$ cat src/rtl/tdl_thermo_encoder.sv
`default_nettype none
// ============================================================================
// Module   : tdl_thermo_encoder
// Brief    : Tapped-delay-line receiver. Double-samples the tap vector,
//            detects a rising edge on tap 0, popcounts the thermometer code
//            into a bubble-tolerant fine time, tags it with a free-running
//            coarse counter and emits one word on a valid/ready port.
// Revision : 1.0 - initial release
// ============================================================================
module tdl_thermo_encoder #(
    parameter int NTAPS       = 200,
    parameter int FINE_W      = 8,
    parameter int COARSE_W    = 16,
    parameter int DEAD_CYCLES = 4
) (
    input  logic                clk,
    input  logic                rst,
    input  logic                enable,
    input  logic [NTAPS-1:0]    taps_in,
    output logic                hit_valid,
    input  logic                hit_ready,
    output logic [FINE_W-1:0]   fine_code,
    output logic [COARSE_W-1:0] coarse_time,
    output logic [7:0]          lost_cnt,
    output logic                busy
);

    localparam int          HALF      = NTAPS / 2;
    localparam logic [3:0]  DEAD_LAST = 4'(DEAD_CYCLES - 1);

    typedef enum logic [1:0] {
        WAIT_LOW = 2'd0,
        ARMED    = 2'd1,
        DEAD     = 2'd2
    } state_t;

    // Capture pipeline
    logic [NTAPS-1:0]    taps_q1_q, taps_q1_d;
    logic [NTAPS-1:0]    taps_q2_q, taps_q2_d;
    logic                t0_prev_q, t0_prev_d;
    logic [COARSE_W-1:0] coarse_cnt_q, coarse_cnt_d;

    // Detection FSM
    state_t              state_q, state_d;
    logic [3:0]          dead_cnt_q, dead_cnt_d;
    logic                hit_det;

    // Encoder stage E1
    logic                e1_valid_q, e1_valid_d;
    logic [FINE_W-1:0]   pop_lo_q, pop_lo_d;
    logic [FINE_W-1:0]   pop_hi_q, pop_hi_d;
    logic [COARSE_W-1:0] coarse_s_q, coarse_s_d;

    // Output register
    logic                hit_valid_q, hit_valid_d;
    logic [FINE_W-1:0]   fine_code_q, fine_code_d;
    logic [COARSE_W-1:0] coarse_time_q, coarse_time_d;
    logic [7:0]          lost_cnt_q, lost_cnt_d;
    logic [FINE_W-1:0]   fine_sum;
    logic                handshake;

    // Sampling flops, metastability stage and the free-running coarse counter
    always_comb begin
        taps_q1_d    = taps_in;
        taps_q2_d    = taps_q1_q;
        t0_prev_d    = taps_q2_q[0];
        coarse_cnt_d = coarse_cnt_q + COARSE_W'(1);
    end

    // Edge detector: one hit per rising edge of tap 0, then a dead window,
    // then tap 0 must be seen low again before the next hit can be armed
    always_comb begin
        state_d    = state_q;
        dead_cnt_d = dead_cnt_q;
        hit_det    = 1'b0;
        case (state_q)
            WAIT_LOW: begin
                if (!taps_q2_q[0] && enable) begin
                    state_d = ARMED;
                end
            end
            ARMED: begin
                if (!enable) begin
                    state_d = WAIT_LOW;
                end else if (taps_q2_q[0] && !t0_prev_q) begin
                    hit_det    = 1'b1;
                    state_d    = DEAD;
                    dead_cnt_d = '0;
                end
            end
            DEAD: begin
                if (dead_cnt_q == DEAD_LAST) begin
                    state_d    = WAIT_LOW;
                    dead_cnt_d = '0;
                end else begin
                    dead_cnt_d = dead_cnt_q + 4'd1;
                end
            end
            default: begin
                state_d    = WAIT_LOW;
                dead_cnt_d = '0;
            end
        endcase
    end

    // E1: split popcount keeps the adder tree shallow; counting set taps
    // rather than locating the transition makes isolated bubbles harmless
    always_comb begin
        e1_valid_d = hit_det;
        pop_lo_d   = pop_lo_q;
        pop_hi_d   = pop_hi_q;
        coarse_s_d = coarse_s_q;
        if (hit_det) begin
            pop_lo_d = '0;
            pop_hi_d = '0;
            for (int i = 0; i < HALF; i++) begin
                pop_lo_d = pop_lo_d + FINE_W'(taps_q2_q[i]);
            end
            for (int i = HALF; i < NTAPS; i++) begin
                pop_hi_d = pop_hi_d + FINE_W'(taps_q2_q[i]);
            end
            coarse_s_d = coarse_cnt_q;
        end
    end

    // E2 sum feeds the single-entry output register; a result arriving while
    // the held word is stalled is dropped and counted
    always_comb begin
        fine_sum      = pop_lo_q + pop_hi_q;
        handshake     = hit_valid_q & hit_ready;
        hit_valid_d   = hit_valid_q;
        fine_code_d   = fine_code_q;
        coarse_time_d = coarse_time_q;
        lost_cnt_d    = lost_cnt_q;
        if (handshake) begin
            hit_valid_d   = 1'b0;
            fine_code_d   = '0;
            coarse_time_d = '0;
        end
        if (e1_valid_q) begin
            if (hit_valid_q && !hit_ready) begin
                if (lost_cnt_q != 8'hFF) begin
                    lost_cnt_d = lost_cnt_q + 8'd1;
                end
            end else begin
                hit_valid_d   = 1'b1;
                fine_code_d   = fine_sum;
                coarse_time_d = coarse_s_q;
            end
        end
    end

    // State registers; reset discards everything in flight
    always_ff @(posedge clk) begin
        if (rst) begin
            taps_q1_q     <= '0;
            taps_q2_q     <= '0;
            t0_prev_q     <= 1'b0;
            coarse_cnt_q  <= '0;
            state_q       <= WAIT_LOW;
            dead_cnt_q    <= '0;
            e1_valid_q    <= 1'b0;
            pop_lo_q      <= '0;
            pop_hi_q      <= '0;
            coarse_s_q    <= '0;
            hit_valid_q   <= 1'b0;
            fine_code_q   <= '0;
            coarse_time_q <= '0;
            lost_cnt_q    <= '0;
        end else begin
            taps_q1_q     <= taps_q1_d;
            taps_q2_q     <= taps_q2_d;
            t0_prev_q     <= t0_prev_d;
            coarse_cnt_q  <= coarse_cnt_d;
            state_q       <= state_d;
            dead_cnt_q    <= dead_cnt_d;
            e1_valid_q    <= e1_valid_d;
            pop_lo_q      <= pop_lo_d;
            pop_hi_q      <= pop_hi_d;
            coarse_s_q    <= coarse_s_d;
            hit_valid_q   <= hit_valid_d;
            fine_code_q   <= fine_code_d;
            coarse_time_q <= coarse_time_d;
            lost_cnt_q    <= lost_cnt_d;
        end
    end

    assign hit_valid   = hit_valid_q;
    assign fine_code   = fine_code_q;
    assign coarse_time = coarse_time_q;
    assign lost_cnt    = lost_cnt_q;
    assign busy        = (state_q != ARMED);

endmodule
`default_nettype wire

$ cat config.mk
export PLATFORM = sky130hd
export DESIGN_NAME = tdl_thermo_encoder
export DESIGN_NICKNAME = d
export VERILOG_FILES = /design/src/rtl/tdl_thermo_encoder.sv
export SDC_FILE = /design/constraint.sdc
export NUM_CORES = 1
export LEC_CHECK = 0
export ABC_AREA = 0
export CORE_AREA = 10 10 200 202
export DETAILED_ROUTE_END_ITERATION = 10
export DIE_AREA = 0 0 210 212
export DONT_BUFFER_PORTS = 1
export HOLD_SLACK_MARGIN = 0.05
export PLACE_DENSITY = 0.83
export SYNTH_ARGS = -nofsm -noshare
export SYNTH_HDL_FRONTEND = slang
export SYNTH_SLANG_ARGS = --single-unit
$ cat constraint.sdc
create_clock -name clk -period 6.55 [get_ports clk]
set_input_delay 1.31 -clock clk [delete_from_list [all_inputs] [get_ports clk]]
set_output_delay 1.31 -clock clk [all_outputs]
set_load 0.05 [all_outputs]
==> results.py <==
metrics = {
    "setup_path": {
        "cp_slowest_stage_delay_ns": 0.54,
        "critical_path_type": "flip-flop to flip-flop",
        "critPathSlowestCell": "sky130_fd_sc_hd__fa_1",
        "critPathCaptureType": "flip-flop",
        "critPathTopFamily": "adder cells",
        "worstPathMaxFanout": 2,
        "worstSetupStartpointType": "flip-flop",
        "crit_arrival_ns": 7.25,
        "critical_path_required_ns": 7.02,
        "path_common_cell": "sky130_fd_sc_hd__fa_1",
        "critical_path_buf_inv_count": 9,
    },
    "finish": {
        "post-route-cell-area_um2": 21900,
        "final_core_util": 0.607,
        "final_nets": 2201,
        "ratio_of_cells_with_drive_above_1_in_the_final_layout": 0.0905,
        "layout-area-overhead-vs-synth_pct": 11.9,
    },
    "cts": {
        "ctsHoldBuffers": 0,
        "clk_pin_slew_ns": 0.07,
        "cts.htree.levels": 2,
        "tritoncts_clock_tree": "yes",
        "clock_tree.root_cell": "sky130_fd_sc_hd__clkbuf_16",
        "tritoncts_num_sinks": 489,
        "cts_max_path_buffers": 3,
        "number_of_buffers_inserted_during_clock_tree_synthesis": 48,
        "clock_latency_ns": 0.58,
    },
    "timing": {
        "slew_violations": 0,
        "report.final.hold_viol_count": 0,
        "final_setup_skew_ns": 0.0164,
        "slew_headroom": 0.207,
        "fin_ws_ns": -0.234,
        "min_period_over_period": 1.04,
        "setup_repair_after_global_routing_missed_its_margin": "true",
        "pin_slew_with_the_least_headroom_to_its_limit_ns": 1.17,
        "finalSetupViolCount": 3,
        "layout_min_cycle_time_ns": 6.78,
        "clock.fmax_ghz": 0.147,
    },
    "run": {
        "max-cap-violations": 0,
    },
    "place": {
        "globalplace.congestion": 0.820,
        "dp.final_hpwl_um": 27300,
        "io_buffer_count": 0,
        "placedInstanceArea_um2": 20000,
    },
    "yosys": {
        "synthTopCellsByCount": "489 x sky130_fd_sc_hd__dfxtp_1, 404 x sky130_fd_sc_hd__nor2b_1, 277 x sky130_fd_sc_hd__inv_1, 177 x sky130_fd_sc_hd__fa_1, 64 x sky130_fd_sc_hd__nor2_1",
        "synth_largest_type_area_fraction": 0.500,
        "synth_top_cell_by_area": "sky130_fd_sc_hd__dfxtp_1",
        "yosys_warnings": 0,
        "cell_with_the_most_instances_after_synthesis": "sky130_fd_sc_hd__dfxtp_1",
        "post_synth_num_cell_types": 55,
        "synth-seq-area-share": 0.500,
        "number_of_enable_flip_flop_cells_after_synthesis": 0,
        "ys_top_cells_by_area": "sky130_fd_sc_hd__dfxtp_1 50%, sky130_fd_sc_hd__fa_1 18%, sky130_fd_sc_hd__nor2b_1 13%, sky130_fd_sc_hd__inv_1 5.3%, sky130_fd_sc_hd__ha_1 3.1%",
        "dominantRegCellSynth": "sky130_fd_sc_hd__dfxtp_1",
        "synthesis.area_per_instance_um2": 11.0,
        "synth_nets": 2203,
        "synthArstFlopShare": 0,
        "syn_inst": 1774,
        "syn-cell-area_um2": 19600,
        "ys_ff_latch": 489,
    },
    "die": {
        "die_area_um2": 44500,
        "num_rows": 70,
        "boundaryPins": 238,
        "core_area_um2": 36100,
        "dieHeight_um": 212,
        "start_util": 0.543,
        "die_width_um": 210,
    },
    "global_route": {
        "first_global_vias": 11900,
        "globalRoute.totalOverflow": 0,
        "grt_max_degree": 498,
        "grt_antenna_before_repair": 8,
        "grt_util_all_layers": 0.168,
        "wire_length_of_the_first_global_routing_pass_um": 60200,
    },
    "min_path": {
        "worst_hold_path_type": "flip-flop to flip-flop",
    },
    "run_status": {
        "violations_in_the_final_reports": "setup timing",
        "outcome": "complete, but fails checks",
    },
    "power": {
        "leakage_power_nw": 9.32,
        "vdd.ir_drop.worst_uv": 830,
        "pwr_density_cell_nw_per_um2": 524,
    },
    "routing": {
        "drt_iter0_drc": 472,
        "detailedRoute.firstPassIterationCount": 4,
        "via_per_inst": 4.76,
        "drt_drc_violations_left": 0,
        "finalWirelength_um": 37800,
        "wire_per_inst_um": 16.5,
        "ant_nets": 0,
        "detailroute.via_count": 10900,
    },
}
[metrics by stage]
| step | cells | total power [mW] | setup TNS [ns] | hold WS [ns] | worst slack, ns |
|---|---|---|---|---|---|
| finish | 2284 | 11.5 | -0.363 | 0.422 | -0.234 |
| CTS | 2281 | 10.7 | -0.325 | 0.425 | -0.201 |
| global route | 2283 | 12.4 | -1.71 | 0.435 | -0.508 |
| floorplan | 1774 | 6.38 | 0 | 0.414 | 0.0540 |
| global placement | 2187 | 7.25 | -0.263 | 0.418 | -0.164 |
| detailed placement | 2187 | 7.50 | -1.13 | 0.420 | -0.364 |
[area by class of cell]
class | count | area, um2
fill | 2775 | 14200
sequential | 489 | 9790
multi-input combinational | 942 | 8690
clock buffer | 65 | 1410
inverter | 277 | 1040
tap | 468 | 586
clock inverter | 25 | 274
timing repair buffer | 14 | 109
antenna | 4 | 10.0
[routing by layer]
layer	wire (um)	track usage	share of wire
met3	1880	0.0411	0.050
met5	49	0	0.0013
met4	1040	0.0623	0.027
met1	15700	0.199	0.42
met2	19100	0.290	0.51
[layout by cell type (no fill, tap or decap), types with 5 or more instances in the layout]
cell / n
sky130_fd_sc_hd__dfxtp_1: 486
sky130_fd_sc_hd__nor2b_1: 404
sky130_fd_sc_hd__inv_1: 263
sky130_fd_sc_hd__fa_1: 155
sky130_fd_sc_hd__nor2_1: 64
sky130_fd_sc_hd__nand2_1: 52
sky130_fd_sc_hd__clkbuf_16: 50
sky130_fd_sc_hd__ha_1: 42
sky130_fd_sc_hd__a21oi_1: 33
sky130_fd_sc_hd__fa_2: 22
sky130_fd_sc_hd__a22oi_1: 18
sky130_fd_sc_hd__xor2_1: 16
sky130_fd_sc_hd__nand3_1: 15
sky130_fd_sc_hd__inv_2: 14
sky130_fd_sc_hd__buf_4: 13
sky130_fd_sc_hd__xnor2_1: 10
sky130_fd_sc_hd__o21ai_0: 10
sky130_fd_sc_hd__clkbuf_8: 10
sky130_fd_sc_hd__clkinv_2: 10
sky130_fd_sc_hd__a21o_1: 7
sky130_fd_sc_hd__a211oi_1: 6
sky130_fd_sc_hd__nand2b_1: 5
sky130_fd_sc_hd__nand4_1: 5
sky130_fd_sc_hd__nor3_1: 5
sky130_fd_sc_hd__or3_1: 5
sky130_fd_sc_hd__o21bai_1: 5
sky130_fd_sc_hd__clkbuf_1: 5
[power breakdown]
group	leakage (nW)	switching [mW]	total, mW	internal [mW]
sequential	4.03	0.0466	3.15	3.10
combinational	4.46	2.97	5.49	2.51
clock	0.833	1.17	2.85	1.68
[registers in the layout (all words and copies together) (netlist names)]
register and flops:
taps_q2_q 200, t0_prev_q 1, coarse_cnt_q 16, coarse_s_q 16, hit_valid 1, e1_valid_q 1, pop_lo_q 8, pop_hi_q 8
dead_cnt_q 4, state_q 2, taps_q1_q 200, coarse_time 16, lost_cnt 8, fine_code 8
[path summary, 6_finish.rpt]
check                     start             to  slack [ns]  cells past startpoint
setup reg to reg  taps_q2_q[59]    pop_lo_q[6]       -0.23                     25
hold reg to reg   taps_q1_q[46]  taps_q2_q[46]        0.42                      1
setup / recovery  taps_q2_q[59]    pop_lo_q[6]       -0.23                     25
hold / removal    taps_q1_q[46]  taps_q2_q[46]        0.42                      1
[logic make-up after synthesis]
family,Yosys count,synth area share
simple gates,582,0.173
flops,489,0.500
buf+inv,343,0.0668
fa+ha+maj,225,0.212
compound gates,107,0.0360
xor+xnor,26,0.0116
mux,2,0.00102
[timing repair]
item	4_1_cts	5_1_grt
pin swaps	18	33
resized for setup	19	47
setup buffers	5	1
endpoints found under the setup margin	9	11
[worst register-to-register path, cell delays in order, from the launching register on]
cell and delay, ns:
sky130_fd_sc_hd__dfxtp_2 0.32, sky130_fd_sc_hd__inv_2 0.04, sky130_fd_sc_hd__fa_1 0.53, sky130_fd_sc_hd__inv_1 0.05
sky130_fd_sc_hd__fa_1 0.47, sky130_fd_sc_hd__inv_1 0.05, sky130_fd_sc_hd__fa_1 0.51, sky130_fd_sc_hd__inv_2 0.05
sky130_fd_sc_hd__fa_1 0.54, sky130_fd_sc_hd__inv_1 0.06, sky130_fd_sc_hd__fa_1 0.49, sky130_fd_sc_hd__inv_1 0.05
sky130_fd_sc_hd__fa_1 0.49, sky130_fd_sc_hd__fa_1 0.44, sky130_fd_sc_hd__fa_1 0.49, sky130_fd_sc_hd__inv_1 0.05
sky130_fd_sc_hd__fa_1 0.48, sky130_fd_sc_hd__inv_1 0.05, sky130_fd_sc_hd__ha_2 0.18, sky130_fd_sc_hd__inv_2 0.06
sky130_fd_sc_hd__fa_2 0.20, sky130_fd_sc_hd__and2b_1 0.19, sky130_fd_sc_hd__o31a_1 0.32, sky130_fd_sc_hd__o21ai_2 0.18
sky130_fd_sc_hd__a2111oi_2 0.09, sky130_fd_sc_hd__a311o_1 0.31
No activity file was read; power rests on OpenSTA's default activity.
==> edit: new RTL, same settings <==
Change the parameter `COARSE_W` from 16 to 32.
--- a/src/rtl/tdl_thermo_encoder.sv
+++ b/src/rtl/tdl_thermo_encoder.sv
@@ -12,3 +12,3 @@
     parameter int FINE_W      = 8,
-    parameter int COARSE_W    = 16,
+    parameter int COARSE_W    = 32,
     parameter int DEAD_CYCLES = 4
Ports: changed (resized coarse_time); port bits go from 238 to 254. The function was not compared with the original's and may differ.
==> edit against the original RTL <==
- the run still ends with setup timing left
- count of clock-buffer cells in the layout rose by 6
- area after synthesis rose by 8.9%
- wire length is 6.0% higher
- power is 9.0% higher
- worst setup slack improved by 0.17 ns
- design area is 7.6% higher
- sequential cell count is 48 higher
==> edit: results (changes against the original RTL) <==
[detailed_routing]
wl_met3_mm=2.46  ; +31%
routedWlPerCell_microns=16.2  ; -1.8%

[finish]
final_cells=2465  ; +7.9%
clkCellAreaFrac_pct=6.91  ; -0.77 points
area_growth_pct=10.5
regArea_sq_mm=0.0108  ; +9.8%
fillers=2686  ; -3.2%
layout.nonclk_buf_share_pct=0.414  ; -0.083 points
num_antenna_cells=0  ; -4

[power_and_ir_drop]
power_frac_comb_pct=49.8  ; +2.0 points
p_leak_nw=9.97  ; +7.0%
powerDensity_mw_per_mm2=531  ; +1.3%

[worst_hold_path]
worstHoldStart=taps_q1_q[5]

[synth]
synth_nets=2403  ; +9.1%
ys_types=54  ; -1.8%
ys_seq_area_share_pct=50.4  ; +0.40 points
synthCells=1974  ; +11%

[outcome]
violations=setup timing
status=finished with violations

[grt]
grt_pass1_wl_mm=65.1  ; +8.0%
met2_usage_pct=31.2  ; +2.2 points
grt_use_met1_pct=21.1  ; +1.2 points
grt_use_total_pct=18.0  ; +1.2 points

[timing]
fin_hold_ws_ns=0.434  ; +0.0113 ns
setup-violations-final=2  ; -1
setup_slack_ns=-0.0617  ; +0.172 ns

[place]
dp_hpwl_mm=28.8  ; +5.4%

edit: changes by cell type after synthesis, moves of 5 or more:
cell / delta
dfxtp_1: +48
nand2_1: +37
nor2_1: +29
a21oi_1: +19
a22oi_1: +18
clkbuf_1: +17
xor2_1: +11
nand4_1: +5
edit: logic make-up (layout without fill, tap and decap cells):
logic type / after synthesis / count (layout) / synth area share, %
adder cells (fa/ha/maj): 225 / 225 / 19.4
XOR/XNOR: 40 / 40 / 1.64
flip-flops: 537 / 537 / 50.4
buffers and inverters: 354 / 377 / 6.23
AND/OR/NAND/NOR: 665 / 665 / 17.7
multiplexers: 3 / 3 / 0.147
AO/OA/AOI/OAI: 150 / 150 / 4.52
edit: timing repair:
| action | in CTS | in global routing |
|---|---|---|
| gates resized for setup | 29 | 41 |
| setup buffers | 5 | 2 |
| pin swaps | 28 | 36 |
| gates cloned | 0 | 0 |
| setup endpoints to repair | 8 | 11 |
